File: src/rtl/spi_pkg.sv
// Shared definitions for the SPI transfer controller: FSM state encoding
// and the default frame length.
package spi_pkg;

    localparam int NBITS_DEF = 16;

    typedef enum logic [2:0] {
        ST_IDLE  = 3'd0,
        ST_SETUP = 3'd1,
        ST_XFER  = 3'd2,
        ST_HOLD  = 3'd3,
        ST_DONE  = 3'd4
    } state_t;

endpackage

File: src/rtl/shiftreg16_out.sv
// Transmit shift register: parallel load, left shift on launch, MSB drives
// the serial line straight from a flop.
module shiftreg16_out
    import spi_pkg::*;
#(
    parameter int NBITS = NBITS_DEF
) (
    input  logic             clk,
    input  logic             nrst,
    input  logic             load,
    input  logic [NBITS-1:0] din,
    input  logic             shift,
    input  logic             clear,
    output logic             sout
);

    logic [NBITS-1:0] sr;

    // Clear wins so the line idles low whenever chip select is released.
    always_ff @(posedge clk or negedge nrst) begin
        if (!nrst) begin
            sr <= '0;
        end else if (clear) begin
            sr <= '0;
        end else if (load) begin
            sr <= din;
        end else if (shift) begin
            sr <= {sr[NBITS-2:0], 1'b0};
        end
    end

    assign sout = sr[NBITS-1];

endmodule

File: src/rtl/spi_xfer_ctrl.sv
// SPI master frame controller: sequences chip select, rate-generator enable
// and bit counting around an external rate generator and input shifter.
module spi_xfer_ctrl
    import spi_pkg::*;
#(
    parameter int NBITS = NBITS_DEF
) (
    input  logic             clk,
    input  logic             nrst,
    input  logic             start,
    input  logic             abort,
    input  logic [NBITS-1:0] tx_data,
    input  logic             sampling,
    input  logic             update,
    input  logic [NBITS-1:0] rx_dout,
    output logic             en,
    output logic             sdout,
    output logic             cs_n,
    output logic             busy,
    output logic             done,
    output logic [NBITS-1:0] rx_data
);

    localparam int CW = $clog2(NBITS) + 1;
    localparam logic [CW-1:0] CNT_LAST = CW'(NBITS);
    localparam logic [CW-1:0] CNT_PRE  = CW'(NBITS - 1);

    state_t        state;
    logic [CW-1:0] bit_cnt;
    logic          sr_load;
    logic          sr_shift;
    logic          sr_clear;
    logic          in_frame;

    assign in_frame = (state == ST_SETUP) || (state == ST_XFER) || (state == ST_HOLD);

    // Bit 0 is launched during SETUP, so launches before the first capture are dropped.
    always_comb begin
        sr_load  = 1'b0;
        sr_shift = 1'b0;
        sr_clear = 1'b0;
        if (state == ST_IDLE && start) begin
            sr_load = 1'b1;
        end
        if ((in_frame && abort) || state == ST_HOLD) begin
            sr_clear = 1'b1;
        end
        if (state == ST_XFER && update && bit_cnt != '0 && bit_cnt != CNT_LAST) begin
            sr_shift = 1'b1;
        end
    end

    shiftreg16_out #(
        .NBITS (NBITS)
    ) u_tx_sr (
        .clk   (clk),
        .nrst  (nrst),
        .load  (sr_load),
        .din   (tx_data),
        .shift (sr_shift),
        .clear (sr_clear),
        .sout  (sdout)
    );

    always_ff @(posedge clk or negedge nrst) begin
        if (!nrst) begin
            state   <= ST_IDLE;
            bit_cnt <= '0;
            en      <= 1'b0;
            cs_n    <= 1'b1;
            busy    <= 1'b0;
            done    <= 1'b0;
            rx_data <= '0;
        end else begin
            done <= 1'b0;
            if (in_frame && abort) begin
                state <= ST_IDLE;
                en    <= 1'b0;
                cs_n  <= 1'b1;
                busy  <= 1'b0;
            end else begin
                case (state)
                    ST_IDLE: begin
                        if (start) begin
                            bit_cnt <= '0;
                            cs_n    <= 1'b0;
                            busy    <= 1'b1;
                            state   <= ST_SETUP;
                        end
                    end
                    ST_SETUP: begin
                        en    <= 1'b1;
                        state <= ST_XFER;
                    end
                    ST_XFER: begin
                        if (sampling) begin
                            bit_cnt <= bit_cnt + 1'b1;
                            if (bit_cnt == CNT_PRE) begin
                                en    <= 1'b0;
                                state <= ST_HOLD;
                            end
                        end
                    end
                    ST_HOLD: begin
                        rx_data <= rx_dout;
                        done    <= 1'b1;
                        cs_n    <= 1'b1;
                        state   <= ST_DONE;
                    end
                    ST_DONE: begin
                        busy  <= 1'b0;
                        state <= ST_IDLE;
                    end
                    default: begin
                        en    <= 1'b0;
                        cs_n  <= 1'b1;
                        busy  <= 1'b0;
                        state <= ST_IDLE;
                    end
                endcase
            end
        end
    end

endmodule

File: config.mk
export PLATFORM = sky130hd
export DESIGN_NAME = spi_xfer_ctrl
export DESIGN_NICKNAME = d
export VERILOG_FILES = /design/src/rtl/spi_pkg.sv /design/src/rtl/shiftreg16_out.sv /design/src/rtl/spi_xfer_ctrl.sv
export SDC_FILE = /design/constraint.sdc
export NUM_CORES = 1
export LEC_CHECK = 0
export ABC_AREA = 1
export CAP_MARGIN = 20
export CORE_MARGIN = 3
export CORE_UTILIZATION = 43
export DETAILED_ROUTE_END_ITERATION = 12
export PLACE_DENSITY = 0.83
export SYNTH_ARGS = -nofsm -noshare
export SYNTH_HDL_FRONTEND = slang
export SYNTH_HIERARCHICAL = 1
export SYNTH_SLANG_ARGS = --single-unit
File: constraint.sdc
create_clock -name clk -period 1.5 [get_ports clk]
set_input_delay 0.225 -clock clk [delete_from_list [all_inputs] [get_ports clk]]
set_output_delay 0.225 -clock clk [all_outputs]
set_load 0.02 [all_outputs]
# After elaboration in Yosys (flattened, before gate mapping)
# Cells that the tools add are included.
# classes
add_sub_neg,1
eq_ne,14
n_mux,26
bitwise,1
reduce_logical,21
# ops
operator,count
two-way mux 16 bit,3
two-way mux 1 bit,12
two-way mux 3 bit,4
case mux 3 bit (4 select lines),1
two-way mux 5 bit,2
case mux 5 bit (2 select lines),1
OR reduction 3 bit,3
equality test 3 x 2 -> 1 bit (second input constant),2
inequality test 2 x 1 -> 1 bit (second input constant),3
inequality test 3 x 2 -> 1 bit (second input constant),2
AND reduction 2 bit,3
AND reduction 3 bit,2
adder 5 x 1 -> 5 bit (second input constant),1
equality test 5 x 4 -> 1 bit (second input constant),1
logical AND 1 bit,5
inequality test 5 bit (second input constant),1
nonzero test 5 bit,1
inequality test 2 bit (second input constant),2
case mux 1 bit (2 select lines),2
AND reduction 4 bit,1
equality test 3 x 1 -> 1 bit (second input constant),1
equality test 3 bit (second input constant),1
logical NOT 3 bit,1
logical OR 1 bit,3
other kinds (5),5
# totals
reg_bits,44
input_bits,38
out_inout_bits,21
word_cells,71

# Depth between registers and ports, before layout
# Gate-level depths: netlist of run 1.
# logic_depth
ltp_word,8
mapped_depth,11
mapped_depth_nobuf,9

# Modules after synthesis
# The synthesis of run 1 kept the hierarchy.
# by_module_without_submodules
module,n_inst,cells_per_inst,area_each_um2,seq_area_each_um2
spi_xfer_ctrl,1,164,1338.8,701.9
shiftreg16_out,1,119,860.8,400.4

# Worst setup path before layout of run 1
# No wires, ideal clock.
# synth_path
path_kind,reg-to-reg
start,register state[0]
end,register u_tx_sr.sr[1]
setup_ps,65
arrival_time_ps,1470
t_required_ps,1435
path_slack_ps,-35
path_stages_with_launch,10
path_buffers,2
period_less_slack_ps,1535
cell_sequence,dfrtp_1 buf_4 nor2_4 nand2_1 nor2_1 nor2_8 nor2_4 buf_6 nand2_1 nand2_1
# synth_between
elab_cells_between_ends,18
cone_classes,3 x eq/ne; 5 x mux; 10 x reduce/logical
# synth_rtl
element,line,text
"start, declared",spi_xfer_ctrl.sv:28,state_t state;
"start signal, assigned",spi_xfer_ctrl.sv:67,state <= ST_IDLE;
"start signal, assigned",spi_xfer_ctrl.sv:77,state <= ST_IDLE;
"start signal, assigned",spi_xfer_ctrl.sv:88,state <= ST_SETUP;
equality test 3 x 2 -> 1 bit,spi_xfer_ctrl.sv:48,if (state == ST_XFER && update && bit_cnt != '0 && bit_cnt != CNT_LAST) begin
logical AND 1 bit (3 in series),spi_xfer_ctrl.sv:48,
two-way mux 1 bit,spi_xfer_ctrl.sv:48,
net sr_shift,spi_xfer_ctrl.sv:31,logic sr_shift;
nonzero test 3 bit (no source line),-,
"end signal, assigned",shiftreg16_out.sv:26,sr <= din;
"end signal, assigned",shiftreg16_out.sv:28,"sr <= {sr[NBITS-2:0], 1'b0};"
"end, declared",shiftreg16_out.sv:17,logic [NBITS-1:0] sr;
# The timed path passes the listed nets, and every way through them passes these cells.
# A chain may end at the register's enable or synchronous reset.

# Final worst setup path of run 1
# layout_path
start,register state[0]
end,register u_tx_sr.sr[15]
# layout_between
elab_cells_between_ends,18
cone_classes,3 x eq/ne; 5 x mux; 10 x reduce/logical
# layout_rtl
element,line,text
logical NOT 3 bit *,spi_xfer_ctrl.sv:42,if (state == ST_IDLE && start) begin
logical AND 1 bit *,spi_xfer_ctrl.sv:42,
two-way mux 1 bit *,spi_xfer_ctrl.sv:42,
net sr_load,spi_xfer_ctrl.sv:30,logic sr_load;
two-way mux 16 bit,shiftreg16_out.sv:25,end else if (load) begin
two-way mux 16 bit,shiftreg16_out.sv:23,end else if (clear) begin
# Mark *: on every way through the listed nets, which the timed path passes. The rest lies on a longest branch.

==> run metrics, run 1 <==
hpwl dp 3.67 mm; largest net degree at the start of global routing 18; Boundary Pins 59; total grt overflow 0; Reg clk slew, reported paths 0.08 ns; commonest cells after routing, fill and taps aside nand2_1 (161), dfrtp_1 (42), clkdlybuf4s50_1 (36); Hold Path Class primary input to asynchronous set/reset pin; Critical Path Max Stage Delay 0.44 ns; vias 1,993; P_leak 0.00179 µW; CTS max path bufs 2; Slew HR 74.4%; Power Total 5690 µW; first-pass GRT wire length 8.65 mm; Synth cell types 23; Post-DP Area 0.00296 mm²; clock sink total 44; nets 401; predominant post-synthesis flop cell dfrtp_1; Routed WL per cell 11.8 µm; min Tclk post-route 1.46 ns; Syn Std Cell Area 0.00220 mm²; average size of a mapped cell 7.77 µm²; worst-path cell chain nor2_2 > nand2_1 > nor2_2 > buf_6 > nor2_8 > nor2_4 > buf_12 > nand2_1 > nand2_1; max cap viols 0; register area share after synthesis 50.1%; final hold slack 0.384 ns; Ys Warns 6; Clk pwr share 15.6%; CP Launch Point state[0]; routability-driven placement congestion ratio 0.842; Initial DRC Count 82; H-tree depth 2; worst vdd ir 1090 µV; routed vias/inst 4.66; critical path class register to register; Post-synth ARST share 100%; CTS tree built; dpl cells 416; TritonCTS buffer count 5; Crit-path slowest cell dfrtp_1; worst-path fanout max 15; fin area 0.00318 mm²; DIE HEIGHT 77.5 µm; Power Density 1790 mW/mm²; diodes inserted 0; Slew Viols, Final 0; Seq pwr share 33.7%; Cells after Synth 283; crit end category register; CP arrival 1.70 ns; most common cell after layout, fill and taps aside nand2_1; Peak Freq 686 MHz; root buf cell clkbuf_8; worst reg2reg startpoint state[0]; Total GRT Usage 17.8%; drt first pass iters 4; Fin. Hold Viols 0; Rows 25; DRC viols 0; Crit path max-delay family simple AND/OR/NAND/NOR gates; sw frac 41.1%; Antenna Violating Nets Remaining 0; Layout Cells excl Fill 428; outcome completed; Die X 77.5 µm; share of cells above drive strength 1 15.0%; port bufs 58; final core area utilization 65.5%; Setup Viol. Count Final 0; final WL 5.04 mm; Final Skew 0.00543 ns; worst slew pin tran 0.385 ns; number of synthesized flops with an enable pin 0; sw power 2340 µW; Initial Utilization 45.4%; Worst Path Buf+Inv 2; Area Overhead vs Synth 44.4%; cell-internal power 3360 µW; Die Area 0.00601 mm²; via count of the first global-routing pass 2,011; Critical Path Source Type register; initial antenna violation count 0; Placeable Area 0.00485 mm²; Most common cell on crit path nand2_1; Gate power share 50.7%; Seq cells post-synth 44; critical path data required time 1.74 ns; ratio of final minimum period to clock period 97.3%; clk_lat worst skew 0.30 ns; Syn Nets 324
==> metrics by stage <==
| stage | setup TNS, ns | worst slack [ns] |
|---|---|---|
| 2_1_floorplan | 0 | 0.0375 |
| 3_3_place_gp | -0.230 | -0.0394 |
| 3_5_place_dp | -0.564 | -0.0642 |
| 4_1_cts | 0 | 0.00313 |
| 5_1_grt | -0.228 | -0.0462 |
| 6_report | 0 | 0.0412 |
==> worst paths after layout <==
check	end	slack, ns	depth (start not counted)
min reg2reg	rx_data[13]	0.47	2
max	u_tx_sr/sr[15]	0.04	9
min	state[1]	0.38	2
max reg2reg	u_tx_sr/sr[15]	0.04	9
max in group asynchronous	rx_data[1]	0.66	3
min in group clk	rx_data[1]	0.46	3
==> cell type report <==
type,count,area (µm²)
Tap cell,67,83.8
Fill cell,396,1670
Sequential cell,44,1100
Multi-Input combinational cell,214,1000
Inverter,16,72.6
Clock inverter,2,35.0
Clock buffer,6,72.6
Timing Repair Buffer,79,805
==> flip-flops by register name, indices dropped and copies added, names as in the netlist <==
name / count
bit_cnt: 5
state: 3
u_tx_sr/sr: 16
busy: 1
cs_n: 1
done: 1
en: 1
rx_data: 16
==> per-layer routing <==
layer	track usage, %	vias up	routed length (µm)
li1	-	1021	-
met1	21.0	907	2140
met2	29.7	55	2360
met3	7.19	10	441
met4	5.52	0	95
met5	0	-	0
==> timing repair <==
action / in CTS / in global routing
hold buffers: 1 / 0
setup endpoints to repair: 27 / 30
gates resized for setup: 16 / 27
setup buffers: 0 / 3
hold endpoints to repair: 12 / 0
pin swaps: 0 / 3
==> power by group through the flow <==
stage               clock (µW)  combinational, µW  sequential (µW)
global route               962               3180             1980
global placement             0               2800             1920
detailed placement           0               2870             1930
CTS                        908               2780             1920
finish                     888               2890             1920
floorplan                    0               1350             2260
==> cells by family after synthesis <==
kind of cell | Yosys count | synth area share (%)
AO/OA/AOI/OAI | 3 | 0.853
adder cells (fa/ha/maj) | 3 | 1.71
buffers and inverters | 25 | 6.26
flip-flops | 44 | 50.1
AND/OR/NAND/NOR | 208 | 41.1
==> synth_stat cells, types with 3 or more instances <==
cell	instances	area, µm²
ha_1	3	37.5
nor2_1	11	41.3
nand4_1	3	18.8
inv_1	11	41.3
buf_6	4	45.0
inv_2	4	15.0
dfrtp_1	43	1080
buf_2	3	15.0
nand3_1	21	105
nand2_1	163	612
(Power assumes the default switching activity.)
==> run 2, diff against run 1 <==
==> constraint.sdc (replaced) <==
create_clock -name clk -period 1.5 [get_ports clk]
set_input_delay 0.225 -clock clk [delete_from_list [all_inputs] [get_ports clk]]
set_output_delay 0.225 -clock clk [all_outputs]
set_load 0.01 [all_outputs]
==> run metrics, run 2 (synthesized netlist as in run 1, its figures left out) <==
Area Overhead vs Synth 44.7%; met3 usage 7.42% (+0.23 points); largest net degree at the start of global routing 18 (unchanged); Boundary Pins 59 (unchanged); CTS tree built; H-tree depth 2 (unchanged); P_leak 0.00167 µW (-6.8%); first-pass GRT wire length 8.67 mm (+0.24%); share of cells above drive strength 1 15.5% (+0.55 points); dpl cells 416 (unchanged); Reg clk slew, reported paths 0.08 ns (about the same); met1 Usage GRT 21.0% (unchanged); critical path data required time 1.74 ns (about the same); clk_lat worst skew 0.30 ns (about the same); Antenna Violating Nets Remaining 0 (unchanged); initial antenna violation count 0 (unchanged); Slew Viols, Final 0 (unchanged); Final Skew 0.00632 ns (+0.000893 ns); Initial DRC Count 101 (+23%); Setup Viol. Count Final 0 (unchanged); final hold slack 0.381 ns (-0.00336 ns); Die Area 0.00601 mm² (unchanged); hpwl dp 3.67 mm (unchanged); clock sink total 44 (unchanged); Peak Freq 687 MHz (+0.21%); CP arrival 1.70 ns (about the same); final WL 5.04 mm (unchanged); root buf cell clkbuf_8; Rows 25 (unchanged); drt first pass iters 4 (unchanged); Initial Utilization 45.4% (unchanged); worst vdd ir 1080 µV (about the same); total grt overflow 0 (unchanged); min Tclk post-route 1.46 ns (-0.00311 ns); Layout Cells excl Fill 428 (unchanged); routed vias/inst 4.64 (-0.45%); top flop regs rx_data: 16 flops, u_tx_sr/sr: 16 flops, bit_cnt: 5 flops; via count of the first global-routing pass 2,012 (+0.050%); DIE HEIGHT 77.5 µm (unchanged); most common cell after layout, fill and taps aside nand2_1; outcome completed; commonest cells after routing, fill and taps aside nand2_1 (159), clkdlybuf4s50_1 (54), dfrtp_1 (42); ratio of final minimum period to clock period 97.0% (-0.21 points); Hold Path Class primary input to asynchronous set/reset pin; diodes inserted 0 (unchanged); Total GRT Usage 17.9% (+0.050 points); worst-path fanout max 15 (unchanged); Critical Path Source Type register; DRC viols 0 (unchanged); Power Density 1770 mW/mm² (-1.1%); critical path class register to register; routing usage on met2 29.7% (unchanged); max cap viols 0 (unchanged); nets 401 (unchanged); Slew HR 74.9% (+0.50 points); Die X 77.5 µm (unchanged); Placeable Area 0.00485 mm² (unchanged); vias 1,984 (-0.45%); crit end category register; CTS max path bufs 2 (unchanged); routability-driven placement congestion ratio 0.842 (unchanged); Routed WL per cell 11.8 µm (unchanged); Fin. Hold Viols 0 (unchanged); worst slew pin tran 0.377 ns (-0.00752 ns); TritonCTS buffer count 5 (unchanged); port bufs 58 (unchanged); most used routing layer met2
## run 2: changes by cell type in the layout (fill, tap and decap cells not counted)
cell	change
nor2_4	+1
nand2_2	+2
dlymetal6s2s_1	-7
nand2_1	-2
dlygate4sd2_1	-11
clkinv_4	-1
inv_6	+1
clkdlybuf4s50_1	+18
nor2_2	-1
## run 2: report_power, final
| part | leakage [µW] | switching [µW] | internal [µW] | total (µW) |
|---|---|---|---|---|
| Sequential | 0.000577 | 272 | 1650 | 1930 |
| Combinational | 0.00104 | 1480 | 1340 | 2820 |
| Clock | 0.0000552 | 399 | 494 | 893 |
| Total | 0.00167 | 2150 | 3490 | 5640 |
## run 2: area by class of cell
class | count | area (µm²)
Tap cell | 67 | 83.8
Clock inverter | 2 | 35.0
Fill cell | 400 | 1670
Timing Repair Buffer | 79 | 801
Sequential cell | 44 | 1100
Multi-Input combinational cell | 214 | 1010
Clock buffer | 6 | 72.6
Inverter | 16 | 72.6
## run 2: worst paths after layout
path | slack (ns) | start | end | cells past startpoint
worst max register to register | 0.04 | state[0] | u_tx_sr/sr[12] | 9
min in group clk | 0.45 | rx_dout[1] | rx_data[1] | 3
worst min register to register | 0.47 | cs_n | cs_n | 2
worst max-delay path | 0.04 | state[0] | u_tx_sr/sr[12] | 9
worst min-delay path | 0.38 | nrst | busy | 2
max in group asynchronous | 0.67 | nrst | rx_data[1] | 3
## run 2: repair_timing
action	CTS	global route
hold buffers	1	0
resized for setup	5	22
endpoints found under the hold margin	12	0
endpoints found under the setup margin	16	23
pin swaps	0	5
setup buffers	0	3
## run 2: metal layers
metal / vias up / share of wire (%)
li1: 1021 / -
met4: 0 / 1.9
met1: 892 / 42
met3: 10 / 9.2
met5: - / 0
met2: 61 / 47
## run 2: critical path, cell delays in order (launching register included)
cell and delay [ns]:
dfrtp_1 0.43, nor2_2 0.18, nand2_2 0.10, nor2_4 0.12, buf_6 0.15, nor2_8 0.06
nor2_4 0.10, buf_12 0.15, nand2_1 0.06, nand2_1 0.05
## run 2: stage by stage
step	utilization, %	setup TNS (ns)	instance area, µm²	total power, µW	setup WS [ns]
2_1_floorplan	-	0	2200	3400	0.0375
3_3_place_gp	61.1	-0.230	2960	4500	-0.0394
3_5_place_dp	61.1	-0.564	2960	4580	-0.0642
4_1_cts	63.7	0	3090	5510	0.00621
5_1_grt	65.6	-0.387	3180	6070	-0.0392
6_report	65.6	0	3180	5640	0.0443
==> run 3, diff against run 2 <==
--- a/config.mk
+++ b/config.mk
@@ -11,4 +11,5 @@
 export CORE_UTILIZATION = 43
 export DETAILED_ROUTE_END_ITERATION = 12
+export GPL_ROUTABILITY_DRIVEN = 1
 export PLACE_DENSITY = 0.83
 export SYNTH_ARGS = -nofsm -noshare
==> constraint.sdc (replaced) <==
create_clock -name clk -period 1.5 [get_ports clk]
set_input_delay 0.3 -clock clk [delete_from_list [all_inputs] [get_ports clk]]
set_output_delay 0.3 -clock clk [all_outputs]
set_load 0.01 [all_outputs]
==> run metrics, run 3 (synthesized netlist as in run 1, its figures left out) <==
total grt overflow 0 (unchanged); routed vias/inst 4.71 (+1.7%); crit end category register; worst reg2reg startpoint bit_cnt[1]; hpwl dp 3.67 mm (about the same); vias 2,017 (+1.7%); port bufs 58 (unchanged); Setup Viol. Count Final 0 (unchanged); Initial Utilization 45.4% (unchanged); dpl ws -0.129 ns (-0.0649 ns); Fin. Hold Viols 0 (unchanged); dpl cells 416 (unchanged); Peak Freq 708 MHz (+3.1%); Initial DRC Count 112 (+11%); hold depth 2; ratio of final minimum period to clock period 94.1% (-2.9 points); CP arrival 1.61 ns (-0.09 ns); worst slew pin tran 0.517 ns (+0.140 ns); Critical Path Max Stage Delay 0.40 ns (-0.03 ns); critical path class register to register; Rows 25 (unchanged); number of fill cells 401 (+0.25%); worst vdd ir 1050 µV (-3.2%); final WL 5.04 mm (about the same); Reg clk slew, reported paths 0.08 ns (about the same); critical path data required time 1.70 ns (-0.04 ns); register area 0.00110 mm² (+0.11%); H-tree depth 2 (unchanged); Hold Path Class register to register; Slew Viols, Final 0 (unchanged); post-route setup slack 0.0883 ns (+0.0440 ns); commonest cells after routing, fill and taps aside nand2_1 (161), dfrtp_1 (41), clkdlybuf4s50_1 (36); final core area utilization 65.1% (-0.49 points); clock sink total 44 (unchanged); Crit path depth 10 (+1); routability-driven placement congestion ratio 0.827 (-1.7%); Crit-path slowest cell dfrtp_1; DRC viols 0 (unchanged); first-pass GRT wire length 8.78 mm (+1.3%); final hold slack 0.469 ns (+0.0875 ns); Layout Cells excl Fill 428 (unchanged); via count of the first global-routing pass 2,048 (+1.8%); Crit path max-delay family flip-flops; Worst Path Buf+Inv 2 (unchanged); Power Total 5310 µW (-5.8%); share of cells above drive strength 1 15.5% (unchanged); min Tclk post-route 1.41 ns (-0.0440 ns); Final Skew 0.00482 ns (-0.00150 ns); top flop regs rx_data: 16 flops, u_tx_sr/sr: 16 flops, bit_cnt: 5 flops; Antenna Violating Nets Remaining 0 (unchanged); R2R depth 10 (+1); Die X 77.5 µm (unchanged); Area Overhead vs Synth 43.6%; P_leak 0.00171 µW (+2.7%); unrepaired setup endpoints after global routing yes; diodes inserted 0 (unchanged); most common cell after layout, fill and taps aside nand2_1; DIE HEIGHT 77.5 µm (unchanged); max cap viols 0 (unchanged); Total GRT Usage 18.1% (+0.27 points); initial antenna violation count 0 (unchanged); Critical Path Source Type register; CTS tree built; Placeable Area 0.00485 mm² (unchanged); clk_lat worst skew 0.30 ns (about the same); CTS max path bufs 2 (unchanged); nets 401 (unchanged); drt first pass iters 4 (unchanged); Boundary Pins 59 (unchanged); CP Launch Point bit_cnt[1]; Die Area 0.00601 mm² (unchanged); largest net degree at the start of global routing 20 (+2); worst-path cell chain inv_1 > ha_1 > nand2_1 > o21ai_2 > nor2_4 > nor2_8 > nor2_4 > buf_12 > nand2_1 > nand2_1; hold path startpoint cs_n; Slew HR 65.5% (-9.3 points); TritonCTS buffer count 5 (unchanged); Power Density 1680 mW/mm² (-5.1%); Routed WL per cell 11.8 µm (about the same); worst-path fanout max 15 (unchanged); root buf cell clkbuf_8; Most common cell on crit path nand2_1; multi-input logic area 0.00101 mm² (-0.49%); outcome completed
run 3: cell types whose count changed in the layout (fill, tap and decap cells not counted), sizes merged:
cell | previous run | this run
clkdlybuf4s50 | 54 | 36
dlygate4sd2 | 1 | 19
clkinvlp | 0 | 2
bufinv | 1 | 0
inv | 16 | 15
run 3: metal layers:
layer / share of wire [%] / vias up / track usage, %
met5: 0 / - / 0
met4: 1.5 / 0 / 5.87
met3: 8.9 / 6 / 7.31
met2: 48 / 66 / 30.8
met1: 42 / 923 / 20.8
li1: - / 1022 / -
run 3: worst paths after layout:
check	end	slack (ns)
max	u_tx_sr/sr[2]	0.09
min	cs_n	0.47
max reg2reg	u_tx_sr/sr[2]	0.09
min reg2reg	cs_n	0.47
max in group asynchronous	state[2]	0.55
min in group asynchronous	rx_data[9]	0.50
run 3: layout make-up:
| cell class | instances | area share (%) |
|---|---|---|
| multi-input cells | 214 | 31.9 |
| clock buffers | 6 | 2.61 |
| well taps | 67 | 2.65 |
| inverters | 16 | 2.30 |
| clock inverters | 2 | 0.475 |
| repair buffers | 79 | 25.0 |
| flip-flops and latches | 44 | 35.0 |
run 3: stage by stage:
stage / cell area (µm²) / TNS [ns]
detailed placement: 2980 / -1.74
floorplan: 2200 / 0
CTS: 3070 / 0
global route: 3160 / -0.0463
finish: 3160 / 0
global placement: 2980 / -1.56
run 3: worst min-delay path: stages (launching register included):
cell and delay, ns:
dfstp_2 0.37, nand2_1 0.05, nand2_1 0.05
run 3: power breakdown:
group	leakage [µW]	switching, µW	internal (µW)
logic	0.00109	1430	1160
clock network	0.0000434	411	373
registers	0.000575	280	1660
total	0.00171	2120	3190
run 3: what timing repair did:
item,CTS,global route
buffers inserted,0,3
endpoints found under the hold margin,16,0
pin swaps,0,4
setup endpoints to repair,34,21
resized for setup,23,20
hold buffers,1,0
